$ cat src/rtl/led_switch_io.sv
// LED output registers and debounced switch input port for the CPU IO decode.
// LEDs are written as a low halfword and a high byte; switches are synchronised, debounced and read back.
module led_switch_io #(
    parameter int          DEBOUNCE_CYCLES = 20,
    parameter int          CNT_W           = 16,
    parameter logic [23:0] LED_RESET       = 24'h0
) (
    input  logic        clock,
    input  logic        reset,
    input  logic        ledctrl,
    input  logic        switchctrl,
    input  logic        ioread,
    input  logic        iowrite,
    input  logic [1:0]  address,
    input  logic [15:0] write_data,
    output logic [15:0] ioread_data,
    input  logic [23:0] switch_in,
    output logic [23:0] led_out,
    output logic        dbg_state
);

    typedef enum logic {
        ST_STABLE   = 1'b0,
        ST_SETTLING = 1'b1
    } state_t;

    localparam logic [CNT_W-1:0] CNT_ONE  = CNT_W'(1);
    localparam logic [CNT_W-1:0] CNT_LAST = CNT_W'(DEBOUNCE_CYCLES - 1);

    logic [23:0]      r_led;
    logic [23:0]      r_sw_s1;
    logic [23:0]      r_sw_s2;
    logic [23:0]      r_cand;
    logic [23:0]      r_committed;
    logic [CNT_W-1:0] r_cnt;
    state_t           r_state;

    state_t           w_state_nxt;
    logic [23:0]      w_cand_nxt;
    logic [23:0]      w_committed_nxt;
    logic [CNT_W-1:0] w_cnt_nxt;
    logic             w_rd_sel;

    // LED registers: only iowrite-qualified selects at the two aligned addresses update
    always_ff @(posedge clock or posedge reset) begin
        if (reset) begin
            r_led <= LED_RESET;
        end else if (iowrite && ledctrl) begin
            if (address == 2'b00) begin
                r_led[15:0] <= write_data;
            end else if (address == 2'b10) begin
                r_led[23:16] <= write_data[7:0];
            end
        end
    end

    assign led_out = r_led;

    always_ff @(posedge clock or posedge reset) begin
        if (reset) begin
            r_sw_s1     <= 24'h0;
            r_sw_s2     <= 24'h0;
            r_cand      <= 24'h0;
            r_committed <= 24'h0;
            r_cnt       <= '0;
            r_state     <= ST_STABLE;
        end else begin
            r_sw_s1     <= switch_in;
            r_sw_s2     <= r_sw_s1;
            r_cand      <= w_cand_nxt;
            r_committed <= w_committed_nxt;
            r_cnt       <= w_cnt_nxt;
            r_state     <= w_state_nxt;
        end
    end

    // A return to the committed value abandons settling; any other change restarts the count
    always_comb begin
        w_state_nxt     = r_state;
        w_cand_nxt      = r_cand;
        w_committed_nxt = r_committed;
        w_cnt_nxt       = r_cnt;
        case (r_state)
            ST_STABLE: begin
                if (r_sw_s2 != r_committed) begin
                    w_state_nxt = ST_SETTLING;
                    w_cand_nxt  = r_sw_s2;
                    w_cnt_nxt   = CNT_ONE;
                end else begin
                    w_cnt_nxt = '0;
                end
            end
            ST_SETTLING: begin
                if (r_sw_s2 == r_committed) begin
                    w_state_nxt = ST_STABLE;
                    w_cnt_nxt   = '0;
                end else if (r_sw_s2 != r_cand) begin
                    w_cand_nxt = r_sw_s2;
                    w_cnt_nxt  = CNT_ONE;
                end else if (r_cnt >= CNT_LAST) begin
                    w_committed_nxt = r_cand;
                    w_cnt_nxt       = '0;
                    w_state_nxt     = ST_STABLE;
                end else begin
                    w_cnt_nxt = r_cnt + CNT_ONE;
                end
            end
            default: begin
                w_state_nxt = ST_STABLE;
                w_cnt_nxt   = '0;
            end
        endcase
    end

    assign dbg_state = r_state;

    // Combinational read so the single-cycle datapath sees the pre-edge committed value
    assign w_rd_sel = ioread && switchctrl && !reset;

    always_comb begin
        ioread_data = 16'h0000;
        if (w_rd_sel) begin
            if (address == 2'b00) begin
                ioread_data = r_committed[15:0];
            end else if (address == 2'b10) begin
                ioread_data = {8'h00, r_committed[23:16]};
            end
        end
    end

endmodule

$ cat config.mk
export PLATFORM = sky130hd
export DESIGN_NAME = led_switch_io
export DESIGN_NICKNAME = d
export VERILOG_FILES = /design/src/rtl/led_switch_io.sv
export SDC_FILE = /design/constraint.sdc
export NUM_CORES = 1
export LEC_CHECK = 0
export BUFFER_PORTS_ARGS = -buffer_cell sky130_fd_sc_hd__clkbuf_2
export CAP_MARGIN = 25
export CORE_MARGIN = 1.5
export CORE_UTILIZATION = 50
export CTS_BUF_LIST = sky130_fd_sc_hd__clkbuf_16
export DETAILED_ROUTE_END_ITERATION = 10
export PLACE_DENSITY = 0.75
export SLEW_MARGIN = 15
export SYNTH_ARGS = -nofsm -noshare
export SYNTH_HDL_FRONTEND = slang
export SYNTH_SLANG_ARGS = --single-unit
$ cat constraint.sdc
create_clock -name clock -period 4.01 [get_ports clock]
set_input_delay 0.401 -clock clock [delete_from_list [all_inputs] [get_ports clock]]
set_output_delay 0.401 -clock clock [all_outputs]
set_load 0.05 [all_outputs]
; Word level (Yosys, flattened, before mapping)
; Cells that the tools add are included.
[classes]
add_sub_neg = 1
magnitude_cmp = 1
eq_ne = 7
n_mux = 17
n_bitwise = 4
reduce_logical = 9
[ops]
columns = op, n
row1 = $mux 16, 5
row2 = $mux 24, 3
row3 = $ne 24x24->1, 2
row4 = $pmux 24 s2, 1
row5 = $pmux 16 s2, 1
row6 = $eq 24x24->1, 1
row7 = $add 16x1->16 const B, 1
row8 = $ge 16x5->1 const B, 1
row9 = $mux 8, 1
row10 = $reduce_and 3->1, 2
row11 = $mux 1, 5
row12 = $ne 2x2->1 const B, 2
row13 = $not 1->1, 4
row14 = $reduce_and 4->1, 1
row15 = $logic_and 1x1->1, 3
row16 = $eq 2x2->1 const B, 1
row17 = $logic_not 2->1, 1
row18 = $ne 2x1->1 const B, 1
row19 = $pmux 1 s2, 1
row20 = $reduce_and 2->1, 1
row21 = $logic_not 1->1, 1
[word_totals]
reg_bits = 137
out_inout_bits = 41
elab_cells = 47

; Logic depth before layout (Yosys ltp)
[depth]
ltp_word = 5
ltp_mapped = 7

; Least setup slack after synthesis
; OpenSTA, ideal clock, no wires.
[synth_timing]
kind = reg2reg
start = register r_cand[9]
end = register r_committed[0]
setup_ps = 125
t_arrival_ps = 2289
t_required_ps = 3885
path_slack_ps = 1595
path_stages_with_launch = 8
n_path_buf = 1
period_less_slack_ps = 2415
path_cell_list = dfrtp_1 xnor2_1 nand2_1 or3b_1 or4_4 nor3b_4 buf_6 mux2_4
[synth_between]
elab_chain_cells = 3
[synth_rtl]
columns = element, line_no
row1 = "start, declared", 33  ; logic [23:0] r_cand;
row2 = "start signal, assigned", 70  ; r_cand <= w_cand_nxt;
row3 = $ne 24x24->1, 97  ; end else if (r_sw_s2 != r_cand) begin
row4 = $not 1->1 (no source line), n/a
row5 = $reduce_and 4->1 (no source line), n/a
row6 = "end signal, assigned", 71  ; r_committed <= w_committed_nxt;
row7 = "end, declared", 34  ; logic [23:0] r_committed;
; No other way between the ends.
; A chain may end at the register's enable or synchronous reset.

; Final worst setup path
[layout_timing]
start = register r_sw_s2[2]
end = register r_cand[2]
[layout_between]
elab_chain_cells = 3
[layout_rtl]
columns = element, line_no
row1 = "start, declared", 32  ; logic [23:0] r_sw_s2;
row2 = "start signal, assigned", 69  ; r_sw_s2 <= r_sw_s1;
row3 = $ne 24x24->1 (tied with other cells), 85  ; if (r_sw_s2 != r_committed) begin
row4 = $ne 2x2->1 (no source line) (tied with other cells), n/a
row5 = $reduce_and 3->1 (no source line) / $pmux 24 s2 (equally long branches), n/a
; Parallel ways exist; a longest one is shown, timed or not. The select of a mux whose other input is x is not followed.

==> impl_metrics.yaml <==
sta:
  setup_viol: 0
  rsz0062_at_grt: "false"
  fin_tns_setup_ns: 0
  relSlewSlack_pct: 40.5
  tightest_slew_ns: 0.890
  fin_ws_ns: 1.03
  whs_ns: 0.0940
  slew_violations: 0
  hold_viol_final: 0
  max_freq_mhz: 336
  min_period_ns: 2.98
  skew_ns: 0.0187
  finalCritPeriodShare_pct: 74.3
floorplan:
  initial_utilization_pct: 51.4
  die_area_um2: 11200
  fp.dieW_um: 106
  core-area_um2: 10300
  ios: 89
  placement_rows: 37
  die_h_um: 106
yosys:
  yosysTopAreaCell: "dfrtp_1"
  synth-seq-cells: 137
  yosys-top-cells-area: "dfrtp_1 (65%), mux2_2 (11%), xor2_1 (6.4%)"
  synth_area_um2: 5300
  synthDistinctLibCells: 30
  synth_top_area_share_pct: 64.7
  syn_area_per_cell_um2: 15.2
  syn_inst: 349
  seq_area_frac_synth_pct: 64.7
  yosysWarnings: 0
power:
  max-vdd-ir-drop_mv: 0.379
  swShare_pct: 25.9
  pwr-share-comb_pct: 11.6
  p_sw_w: 0.000948
  pwr-share-clk_pct: 46.3
  power.density_nw_per_um2: 552
  p_int_w: 0.00271
  p_leak_nw: 3.12
  seq_power_share_pct: 42.1
placed_design:
  io_buffer_count: 88
  place.gp.congestion: 0.899
  hpwlAfterDp_um: 6930
  placed_area_um2: 5980
  dp_slack_ns: 1.09
routing:
  vias: 3139
  avgViaCountPerCell: 5.12
  wire_per_inst_um: 16.9
  first_pass_iters: 4
  final_antenna_net_count: 0
  dr.first_iter.drc_count: 143
  wl_um: 10400
  drc_errors: 0
global_routing:
  gr-total-overflow: 0
  grt_max_degree: 138
  antenna_found_initial: 0
  track_usage_pct: 20.1
  grt_pass1_vias: 3429
  grt_pass1_wl_um: 17200
cts:
  cts_hold_buf: 0
  htreeDepth: 4
  cts_resized: 0
  clkSlewWorstSetupHoldPaths_ns: 0.06
  cts.sinks: 137
  post-cts-setup-buffers: 0
  clk_latency_ns: 0.41
  cts-root-buf: "clkbuf_16"
  ctsLongestPathBuffers: 2
  numCtsBuffers: 17
  cts_tree: "done"
final_layout:
  layout_commonest_cell: "dfrtp_1"
  num_antenna_cells: 0
  design_area_um2: 6630
  fin_util_pct: 64.2
  nNetsFinal: 513
  drive_above_1_share_pct: 42.1
  area_delta_synth_final_pct: 25.0
  final_cell_mix: "dfrtp_1 (137), clkbuf_2 (88), mux2_2 (52), xor2_1 (39)"
setup_path:
  slowest_stage: "nor3_1"
  critical_path_class: "register to register"
  worstPathMaxFanout: 15
  crit_chain: "xor2_1 > nor4_1 > nand4_1 > nor3_1 > nor2_1 > buf_4 > mux2_2"
  arrival_ns: 3.27
  cpPeakStageDelay_ns: 0.55
  end_kind: "register"
  cp_data_required_time_ns: 4.30
  crit_path_start_kind: "register"
worst_hold_path:
  hold_path.class: "input pin to register"
run:
  cap_violations: 0
outcome:
  outcome: "completed"
## stage by stage
stage	std cells	power (W)
CTS	613	0.00369
global route	613	0.00377
detailed placement	581	0.00199
global placement	580	0.00198
floorplan	359	0.00186
finish	613	0.00366
## worst max-delay path, delay by kind of cell (launching register included)
kind / cells / cell delay (ns)
XOR/XNOR: 1 / 0.19
buffers and inverters: 1 / 0.33
flip-flops: 1 / 0.44
multiplexers: 1 / 0.30
AND/OR/NAND/NOR: 4 / 1.60
## power by group through the flow
stage	Clock, W	Sequential, W	Combinational [W]
3_5_place_dp	0	0.00156	0.000430
6_report	0.00169	0.00154	0.000426
3_3_place_gp	0	0.00156	0.000422
2_1_floorplan	0	0.00174	0.000122
5_1_grt	0.00177	0.00155	0.000451
4_1_cts	0.00171	0.00154	0.000431
## per-layer routing
metal / GRT usage, % / share of wire, %
met2: 32.8 / 51
met1: 25.8 / 43
met3: 5.33 / 4.7
met4: 7.43 / 1.6
met5: 0 / 0
## Yosys cell counts
master and n:
and4b_1 1, nor3b_4 1, dfrtp_1 137, a2111oi_0 1, nor4_1 14, nor3_1 4, nor2_1 20, or3b_1 1
a21oi_1 1, o21ai_0 1, o31ai_1 1, mux2i_1 8, buf_6 2, conb_1 1, buf_2 2, ha_1 1
or4_4 1, mux2_4 20, inv_1 3, nand2b_1 1, xor2_1 39, and2_1 8, nand4_1 5, nand2_1 4
or2_2 1, clkbuf_1 2, xnor2_1 12, mux2_2 52, or3_2 1, nand3_1 4
## path summary, 6_finish.rpt
check	to	cells past startpoint	slack (ns)	from
max in group asynchronous	r_cnt[11]	3	3.26	reset
min in group asynchronous	led_out[12]	3	0.18	reset
min	r_sw_s1[13]	1	0.09	switch_in[13]
max	r_cand[2]	7	1.03	r_sw_s2[2]
min reg2reg	r_sw_s2[16]	0	0.35	r_sw_s1[16]
max reg2reg	r_cand[2]	7	1.03	r_sw_s2[2]
## state kept, by name (all words and copies together) (netlist names)
register / cells
dbg_state: 1
led_out: 24
r_cand: 24
r_cnt: 16
r_committed: 24
r_sw_s1: 24
r_sw_s2: 24
## cell type report
class | count | area, um2
clock buffer | 17 | 425
clock inverter | 15 | 223
fill | 749 | 3700
inverter | 3 | 15.0
multi-input combinational | 213 | 1870
sequential | 137 | 3430
tap | 136 | 170
timing repair buffer | 92 | 499
## kinds of logic after synthesis
group,count (synthesis),share of synthesized area (%)
other cells,1,0.0707
fa+ha+maj,1,0.236
xor+xnor,51,8.42
flops,137,64.7
mux,80,18.2
simple gates,66,6.94
compound gates,4,0.495
buf+inv,9,0.967
Note: power is estimated with default switching activity, not from simulation.
